### config.mk
export PLATFORM = sky130hd
export DESIGN_NAME = icache_responder
export DESIGN_NICKNAME = d
export VERILOG_FILES = /design/src/rtl/icache_responder_pkg.sv /design/src/rtl/icache_responder_line_store.sv /design/src/rtl/icache_responder.sv
export SDC_FILE = /design/constraint.sdc
export NUM_CORES = 2
export LEC_CHECK = 0
export ABC_AREA = 1
export ABC_CLOCK_PERIOD_IN_PS = 10250
export CORE_MARGIN = 2
export CORE_UTILIZATION = 60
export CTS_CLUSTER_SIZE = 10
export DETAILED_ROUTE_END_ITERATION = 10
export PLACE_DENSITY = 0.77
export SKIP_LAST_GASP = 1
export SYNTH_ARGS = -nofsm -noshare
export SYNTH_HDL_FRONTEND = slang
export SYNTH_SLANG_ARGS = --single-unit
### constraint.sdc
create_clock -name clock -period 10.25 [get_ports clock]
set_input_delay 3.075 -clock clock [delete_from_list [all_inputs] [get_ports clock]]
set_output_delay 3.075 -clock clock [all_outputs]
set_load 0.1 [all_outputs]
### src/rtl/icache_responder_pkg.sv
// Shared types and defaults for the instruction cache.
//   V32            : 32-bit word
//   t_icache_state : lookup/refill state (IDLE, FILL, DONE)
//   ICACHE_LINES / ICACHE_WORDS : default geometry
package icache_responder_pkg;
  typedef logic [31:0] V32;
  typedef enum logic [1:0] {IDLE, FILL, DONE} t_icache_state;
  localparam int ICACHE_LINES = 16;
  localparam int ICACHE_WORDS = 4;
endpackage

### src/rtl/icache_responder_line_store.sv
// Valid/tag/data arrays of the direct-mapped instruction cache.
//   clock, reset           : posedge clock, sync active-high reset (clears valid only)
//   rd_index/rd_offset     : combinational read -> rd_valid, rd_tag, rd_data
//   wr_en/wr_index/wr_offset/wr_data : one-word write
//   tag_en/tag_index/tag_value       : tag write + set valid
//   clr_en/clr_index       : clear one valid bit
module icache_responder_line_store
  import icache_responder_pkg::*;
#(
  parameter int LINES = ICACHE_LINES,
  parameter int WORDS = ICACHE_WORDS,
  parameter int IW    = $clog2(LINES),
  parameter int OW    = $clog2(WORDS),
  parameter int TW    = 30 - IW - OW
) (
  input  logic          clock,
  input  logic          reset,
  input  logic [IW-1:0] rd_index,
  input  logic [OW-1:0] rd_offset,
  output logic          rd_valid,
  output logic [TW-1:0] rd_tag,
  output V32            rd_data,
  input  logic          wr_en,
  input  logic [IW-1:0] wr_index,
  input  logic [OW-1:0] wr_offset,
  input  V32            wr_data,
  input  logic          tag_en,
  input  logic [IW-1:0] tag_index,
  input  logic [TW-1:0] tag_value,
  input  logic          clr_en,
  input  logic [IW-1:0] clr_index
);
  logic [LINES-1:0] valid_q, valid_d;
  logic [TW-1:0]    tag_q  [LINES];
  logic [TW-1:0]    tag_d  [LINES];
  V32               data_q [LINES][WORDS];
  V32               data_d [LINES][WORDS];

  assign rd_valid = valid_q[rd_index];
  assign rd_tag   = tag_q[rd_index];
  assign rd_data  = data_q[rd_index][rd_offset];

  always_comb begin
    valid_d = valid_q;
    tag_d   = tag_q;
    data_d  = data_q;
    if (wr_en) data_d[wr_index][wr_offset] = wr_data;
    if (tag_en) begin
      tag_d[tag_index]   = tag_value;
      valid_d[tag_index] = 1'b1;
    end
    if (clr_en) valid_d[clr_index] = 1'b0;
    if (reset)  valid_d = '0;
  end

  // Tags and data are left unreset; valid bits alone gate hits.
  always_ff @(posedge clock) begin
    valid_q <= valid_d;
    tag_q   <= tag_d;
    data_q  <= data_d;
  end
endmodule

### src/rtl/icache_responder.sv
// Direct-mapped instruction cache with same-cycle hits and line refill.
//   clock, reset        : posedge clock, sync active-high reset
//   fetch_enable        : lookup qualifier
//   fetch_address       : byte address ([1:0] ignored)
//   fetch_instruction   : word on hit, else 0 (combinational)
//   fetch_stall         : instruction not available
//   mem_request/mem_address : registered refill request and line base
//   mem_valid/mem_data  : refill beats, ascending word order
//   hit_count/miss_count: registered wrapping counters
module icache_responder
  import icache_responder_pkg::*;
#(
  parameter int LINES = ICACHE_LINES,
  parameter int WORDS = ICACHE_WORDS
) (
  input  logic        clock,
  input  logic        reset,
  input  logic        fetch_enable,
  input  logic [31:0] fetch_address,
  output logic [31:0] fetch_instruction,
  output logic        fetch_stall,
  output logic        mem_request,
  output logic [31:0] mem_address,
  input  logic        mem_valid,
  input  logic [31:0] mem_data,
  output logic [31:0] hit_count,
  output logic [31:0] miss_count
);
  localparam int OW = $clog2(WORDS);
  localparam int IW = $clog2(LINES);
  localparam int LO = OW + 2;          // lowest index bit
  localparam int TW = 30 - OW - IW;

  t_icache_state state_q, state_d;
  logic          mem_request_q, mem_request_d;
  V32            mem_address_q, mem_address_d;
  logic [OW-1:0] beat_q, beat_d;
  V32            hit_count_q, hit_count_d;
  V32            miss_count_q, miss_count_d;

  logic [OW-1:0] req_offset;
  logic [IW-1:0] req_index, fill_index;
  logic [TW-1:0] req_tag, fill_tag, rd_tag;
  logic          rd_valid, hit;
  V32            rd_data;
  logic          wr_en, tag_en, clr_en;
  logic          unused_byte_bits;

  assign req_offset       = fetch_address[LO-1:2];
  assign req_index        = fetch_address[LO+IW-1:LO];
  assign req_tag          = fetch_address[31:LO+IW];
  assign unused_byte_bits = ^fetch_address[1:0];
  // The fill target comes from the latched line base, so the fetch
  // address may wander during a fill.
  assign fill_index       = mem_address_q[LO+IW-1:LO];
  assign fill_tag         = mem_address_q[31:LO+IW];

  icache_responder_line_store #(.LINES(LINES), .WORDS(WORDS)) u_store (
    .clock     (clock),
    .reset     (reset),
    .rd_index  (req_index),
    .rd_offset (req_offset),
    .rd_valid  (rd_valid),
    .rd_tag    (rd_tag),
    .rd_data   (rd_data),
    .wr_en     (wr_en),
    .wr_index  (fill_index),
    .wr_offset (beat_q),
    .wr_data   (mem_data),
    .tag_en    (tag_en),
    .tag_index (fill_index),
    .tag_value (fill_tag),
    .clr_en    (clr_en),
    .clr_index (req_index)
  );

  assign hit               = rd_valid && (rd_tag == req_tag) && (state_q == IDLE);
  assign fetch_instruction = hit ? rd_data : '0;
  assign fetch_stall       = (state_q != IDLE) || (fetch_enable && !hit);
  assign mem_request       = mem_request_q;
  assign mem_address       = mem_address_q;
  assign hit_count         = hit_count_q;
  assign miss_count        = miss_count_q;

  always_comb begin
    state_d       = state_q;
    mem_request_d = mem_request_q;
    mem_address_d = mem_address_q;
    beat_d        = beat_q;
    hit_count_d   = hit_count_q;
    miss_count_d  = miss_count_q;
    wr_en         = 1'b0;
    tag_en        = 1'b0;
    clr_en        = 1'b0;
    case (state_q)
      IDLE: begin
        if (fetch_enable) begin
          if (hit) begin
            hit_count_d = hit_count_q + 32'd1;
          end else begin
            mem_address_d = {fetch_address[31:LO], LO'(0)};
            mem_request_d = 1'b1;
            miss_count_d  = miss_count_q + 32'd1;
            beat_d        = '0;
            clr_en        = 1'b1;
            state_d       = FILL;
          end
        end
      end
      FILL: begin
        if (mem_valid) begin
          wr_en  = 1'b1;
          beat_d = beat_q + OW'(1);
          if (beat_q == OW'(WORDS - 1)) begin
            mem_request_d = 1'b0;
            tag_en        = 1'b1;
            beat_d        = '0;
            state_d       = DONE;
          end
        end
      end
      DONE:    state_d = IDLE;
      default: state_d = IDLE;
    endcase
    if (reset) begin
      state_d       = IDLE;
      mem_request_d = 1'b0;
      mem_address_d = '0;
      beat_d        = '0;
      hit_count_d   = '0;
      miss_count_d  = '0;
      wr_en         = 1'b0;
      tag_en        = 1'b0;
      clr_en        = 1'b0;
    end
  end

  always_ff @(posedge clock) begin
    state_q       <= state_d;
    mem_request_q <= mem_request_d;
    mem_address_q <= mem_address_d;
    beat_q        <= beat_d;
    hit_count_q   <= hit_count_d;
    miss_count_q  <= miss_count_d;
  end
endmodule

## Word level (Yosys, flattened, before mapping)

Index checks and enable logic that the tools add are counted.

| cells by class | value |
|---|---|
| $add $sub $neg | 3 |
| multipliers | 0 |
| div/mod/pow operators | 0 |
| $lt $le $gt $ge | 10 |
| eq/ne operators | 7 |
| shift-type cells | 0 |
| muxes and demuxes | 52 |
| bitwise logic cells | 8 |
| reductions and logical operators | 17 |

Operators with widths:

| cell | number |
|---|---|
| $bwmux 2048 | 1 |
| $bmux 128 s4 | 1 |
| $demux 128 s4 | 1 |
| $bwmux 384 | 1 |
| $mux 128 | 3 |
| $mux 32 | 4 |
| $bmux 24 s4 | 1 |
| $demux 24 s4 | 1 |
| $mux 24 | 3 |
| $add 32x1->32 const B | 2 |
| $bmux 32 s2 | 1 |
| $demux 32 s2 | 1 |
| $mux 16 | 2 |
| $eq 24x24->1 | 1 |
| $mux 1 | 18 |
| $and 16x16->16 | 1 |
| $mux 2 | 8 |
| $not 16->16 | 1 |
| $or 16x16->16 | 1 |
| $ge 5x5->1 const B | 2 |
| $lt 4x5->1 const B | 2 |
| $not 4->5 | 2 |
| $demux 1 s4 | 2 |
| $ge 4x1->1 const B | 2 |
| 20 further kinds | 35 |

| word-level totals | value |
|---|---|
| bits in registers | 2545 |
| bits in latches | 0 |
| memory bits (writable) | 0 |
| ROM bits | 0 |
| output and inout port bits | 130 |
| memories | 0 |

## Depth between registers and ports, before layout

| logic depth | value |
|---|---|
| depth in word-level cells | 12 |
| mapped depth | 23 |
| gate-level depth less buffers | 20 |

## Cells and area by module

Synthesis repeated with hierarchy kept, for this count alone.

| second synthesis, totals | value |
|---|---|
| cell total of the unflattened synthesis | 9006 |
| area total of the unflattened synthesis | 104296.3 um^2 |

By module, submodules not included:

| module | instances | cells each | area each (um^2) | sequential area each (um^2) |
|---|---|---|---|---|
| icache_responder_line_store | 1 | 7932 | 97999.0 | 73350.3 |
| icache_responder | 1 | 1074 | 6297.3 | 1941.9 |

## Least setup slack after synthesis

Ideal clock, no wire load.

| path | value |
|---|---|
| path kind | input to output |
| from | input fetch_address[5] |
| to | output fetch_instruction[8] |
| arrival | 7.008 ns |
| data required time | 7.175 ns |
| path slack | 0.167 ns |
| stages on the path | 11 |
| buffers on the path | 5 |
| cells stage by stage | buf_2 buf_2 buf_2 clkbuf_1 clkbuf_1 nor3_1 o31ai_1 o2111ai_1 o21ai_0 nor2_1 a211oi_1 |

| on the way | value |
|---|---|
| longest elaborated chain between the ends | 8 |
| elaborated cells on any way between the ends | 16 |
| those cells by class | eq/ne (1); mux (12); bitwise (1); reduce/logical (2) |

Ends and longest elaborated chain:

| what | line | RTL |
|---|---|---|
| start, declared | icache_responder.sv:19 | `input logic [31:0] fetch_address,` |
| $not 4->5 (not written as such) | icache_responder_line_store.sv:40, icache_responder_line_store.sv:41 |  |
| $bmux 24 s4 or $bmux 128 s4 (tied branches) | icache_responder_line_store.sv:40, icache_responder_line_store.sv:41 |  |
| $mux 24 (not written as such) or $mux 128 (tied branches) (2 in series) | icache_responder_line_store.sv:40, icache_responder_line_store.sv:41 |  |
| $eq 24x24->1 or $bmux 32 s2 (tied branches) | icache_responder.sv:77, icache_responder_line_store.sv:41 |  |
| $logic_and 1x1->1 or $mux 32 (tied branches) (2 in series) | icache_responder.sv:77, icache_responder_line_store.sv:41 |  |
| $mux 32 (*) | icache_responder.sv:78 | `assign fetch_instruction = hit ? rd_data : '0;` |
| end, declared | icache_responder.sv:20 | `output logic [31:0] fetch_instruction,` |

Every way passes the cells marked *; elsewhere a longest branch is shown, timed or not. The select of a mux whose other input is x is not followed.

## Worst setup path in the final report

| path | value |
|---|---|
| from | input fetch_address[7] |
| to | output fetch_instruction[20] |

Same word-level chain as after synthesis.

==> flow_summary.toml <==
[drt]
dr.max_layer_used = "met5"
wl_met1_mm = 99.6
antenna_left = 0
drtPass1Iterations = 8
wl_met3_mm = 40.7
vias = 68100
wl_mm = 287
wl_met2_mm = 132
drt_iter0_drc = 11000
wl_per_cell_um = 28.9
remaining_drc_errors = 0
viasPerCell = 6.86

[floorplanning]
die_area_um2 = 169000
rows = 149
die_x_um = 411
start_util_pct = 60.4
io_pins = 198
core_area_um2 = 165000
die_h_um = 411

[worst_hold_path]
holdPathEnd = "mem_request"
min_path_cells = 2
min-delay-start = "mem_request"
hold_path.class = "reg2reg"

[synthesis]
synth-warning-count = 0
syn_area_um2 = 99500
synth_seq_cells = 2545
yosys_most_used_dff = "edfxtp_1"
yosysSeqAreaShare_pct = 75.7
syn_inst = 7484
synthDistinctLibCells = 44
synth.avg_cell_area_um2 = 13.3
async_reset_ff_share_pct = 0
synth-edff-count = 2432

[placement]
hpwl_mm = 145
portBuffers = 191
gp_congestion = 0.886

[final_layout]
fin_util_pct = 68.5
syn2layout_area_growth_pct = 13.5
layout.nets = 7742
drive_gt1_share_pct = 9.12

[clocking]
worstSkewPairLatency_ns = 0.95
root_buffer = "clkbuf_16"
clkSlewWorstSetupHoldPaths_ns = 0.06
cts_tree = "yes"
clk_path_buf_depth = 4
ctsResizeCount = 0
htreeDepth = 5
cts_sinks = 2545
cts_buffers = 306

[worst_setup_path]
critical_path_peak_fanout = 31
worstReg2RegStart = "u_store.tag_q[315]"
worstPathCellList = "clkdlybuf4s50_1 -> inv_1 -> nor2_4 -> buf_4 -> buf_4 -> o31ai_1 -> o2111ai_1 -> o32ai_1 -> o21ai_0 -> buf_4 -> nor2_1 -> buf_12"
reg2reg_setup_slack_ns = 6.37
cp.arrival_ns = 7.24
cp_common_cell = "buf_4"
crit_required_ns = 7.18
rr_endpoint = "mem_address[23]"
critPathTopFamily = "buffers and inverters"
path_class = "in2out"
rr_worst_depth = 16
cp_slowest_stage_delay_ns = 0.69
cp-start-kind = "input port"
cp_num_buf_inv = 6
crit_slowest_cell = "clkdlybuf4s50_1"
endpoint_kind = "primary output"

[pwr]
switchingPower_mw = 4.77
power.density_nw_per_um2 = 193
p_clk_share_pct = 42.0
power.share.switching_pct = 21.8
internal_power_mw = 17.1
p_seq_share_pct = 52.4
ir_worst_vdd_mv = 0.184
p_leak_nw = 37.2
combPwrFrac_pct = 5.6
p_total_mw = 21.9

[sta]
setup_slack_ns = -0.0622
timing.final.crit_share_pct = 101
period_needed_ns = 10.31
max_freq_mhz = 97.0
holdWs_ns = 0.449
tightest_slew_ns = 1.26
fin_skew_ns = 0.0752
setup_viol = 1
hold_viol = 0
finalMaxSlewViolations = 0
relSlewSlack_pct = 15.7

[global_routing]
grt_pass1_vias = 64600
grt_max_degree = 153
antenna_found_initial = 18
grt_usage_pct = 33.3
gr-total-overflow = 0
grt_pass1_wl_mm = 415

[run]
cap_violations = 0

[status]
status = "finished, violations left"
violations = "setup timing"
[cells in the mapped netlist (all sizes together) (3+ instances only)]
library cell | instances | area share [%]
o32ai | 8 | 0.070
o221ai | 123 | 1.1
nand4 | 32 | 0.20
xnor2 | 7 | 0.062
o22ai | 451 | 2.8
clkbuf | 379 | 1.4
nor4 | 9 | 0.057
nand2 | 1271 | 4.8
inv | 127 | 0.48
a22o | 8 | 0.070
o31ai | 223 | 1.7
a31oi | 6 | 0.038
o21ai | 210 | 1.1
nand3 | 124 | 0.63
xor2 | 23 | 0.20
dfxtp | 113 | 2.3
nor3 | 1073 | 5.4
buf | 147 | 0.73
o21bai | 14 | 0.11
clkinv | 3 | 0.011
ha | 6 | 0.075
a221oi | 19 | 0.17
o211ai | 13 | 0.098
edfxtp | 2432 | 73
o2111ai | 69 | 0.61
nor2 | 488 | 1.9
a21oi | 101 | 0.51
[routing by layer]
| metal | vias to the layer above | track usage, % |
|---|---|---|
| met1 | 32800 | 45.2 |
| met4 | 12 | 15.6 |
| met2 | 5717 | 51.1 |
| li1 | 28600 | - |
| met3 | 964 | 8.28 |
| met5 | - | 0 |
[power groups by stage]
| stage | registers, mW | clock network [mW] | logic, mW |
|---|---|---|---|
| after floorplan | 11.7 | 0 | 0.602 |
| after global placement | 11.6 | 0 | 1.15 |
| after detailed placement | 11.7 | 0 | 1.18 |
| after CTS | 11.4 | 9.20 | 1.19 |
| after global routing | 11.4 | 9.58 | 1.29 |
| final | 11.4 | 9.18 | 1.23 |
[layout by cell type, fill, tap and decap left out, types with 7 or more instances in the layout]
cell / count
nor4_1: 9
clkbuf_16: 309
a221oi_1: 19
o21ai_0: 203
nor2_1: 400
o32ai_1: 8
dfxtp_1: 113
nor2_4: 85
nand2_1: 1266
nor3_1: 1072
inv_1: 118
o221ai_1: 123
o22ai_1: 451
buf_12: 69
buf_2: 34
a22o_1: 8
o31ai_1: 223
clkdlybuf4s50_1: 121
o211ai_1: 13
o2111ai_1: 69
nand4_1: 32
o21bai_1: 14
nand3_1: 122
o21ai_1: 7
inv_6: 7
a21oi_1: 101
edfxtp_1: 2432
clkbuf_1: 46
diode_2: 9
xnor2_1: 7
xor2_1: 23
buf_4: 173
[how the worst max path moves through the flow]
stage | start | to | slack [ns] | cells after the start
floorplan | fetch_address[5] | fetch_instruction[8] | 0.17 | 11
global route | fetch_address[7] | fetch_instruction[16] | -0.004 | 12
finish | fetch_address[7] | fetch_instruction[20] | -0.06 | 12
detailed placement | fetch_address[6] | fetch_instruction[20] | 0.15 | 12
CTS | fetch_address[6] | fetch_instruction[20] | 0.13 | 12
global placement | fetch_address[6] | fetch_instruction[20] | 0.18 | 12
[what timing repair did]
| action | CTS | global route |
|---|---|---|
| endpoints found under the setup margin | 0 | 2 |
| buffers inserted | 0 | 5 |
| hold buffers | 0 | 0 |
[through the flow]
step                TNS (ns)  worst slack, ns  instances  instance area [um2]
floorplan                  0            0.167       7487                99500
global placement           0            0.176       9544               105000
detailed placement         0            0.148       9544               105000
CTS                        0            0.129       9912               113000
global route        -0.00380         -0.00380       9923               113000
finish               -0.0622          -0.0622       9926               113000
[final cells by class]
| cell class | instances | area [um2] |
|---|---|---|
| antenna | 9 | 22.5 |
| clock buffer | 357 | 7930 |
| clock inverter | 11 | 119 |
| fill | 10500 | 51900 |
| inverter | 130 | 517 |
| multi-input combinational | 4286 | 22200 |
| sequential | 2545 | 75300 |
| tap | 2189 | 2740 |
| timing repair buffer | 399 | 4090 |
[tightest hold or removal path, cell delays in order (launching register included)]
cell and delay [ns]:
dfxtp_1 0.31, inv_1 0.05, a21oi_1 0.05
[kinds of logic after synthesis]
family,share of synthesized area (%)
AO/OA/AOI/OAI,8.33
XOR/XNOR,0.264
flip-flops,75.7
other,0.00377
AND/OR/NAND/NOR,13.0
adder cells (fa/ha/maj),0.0755
buffers and inverters,2.65
[registers in the layout (all words and copies together) (netlist names)]
signal           count
u_store.valid_q     16
miss_count          32
hit_count           32
mem_address         28
u_store.tag_q      384
state_q              2
mem_request          1
beat_q               2
u_store.data_q    2048
No activity file was read; power rests on OpenSTA's default activity.
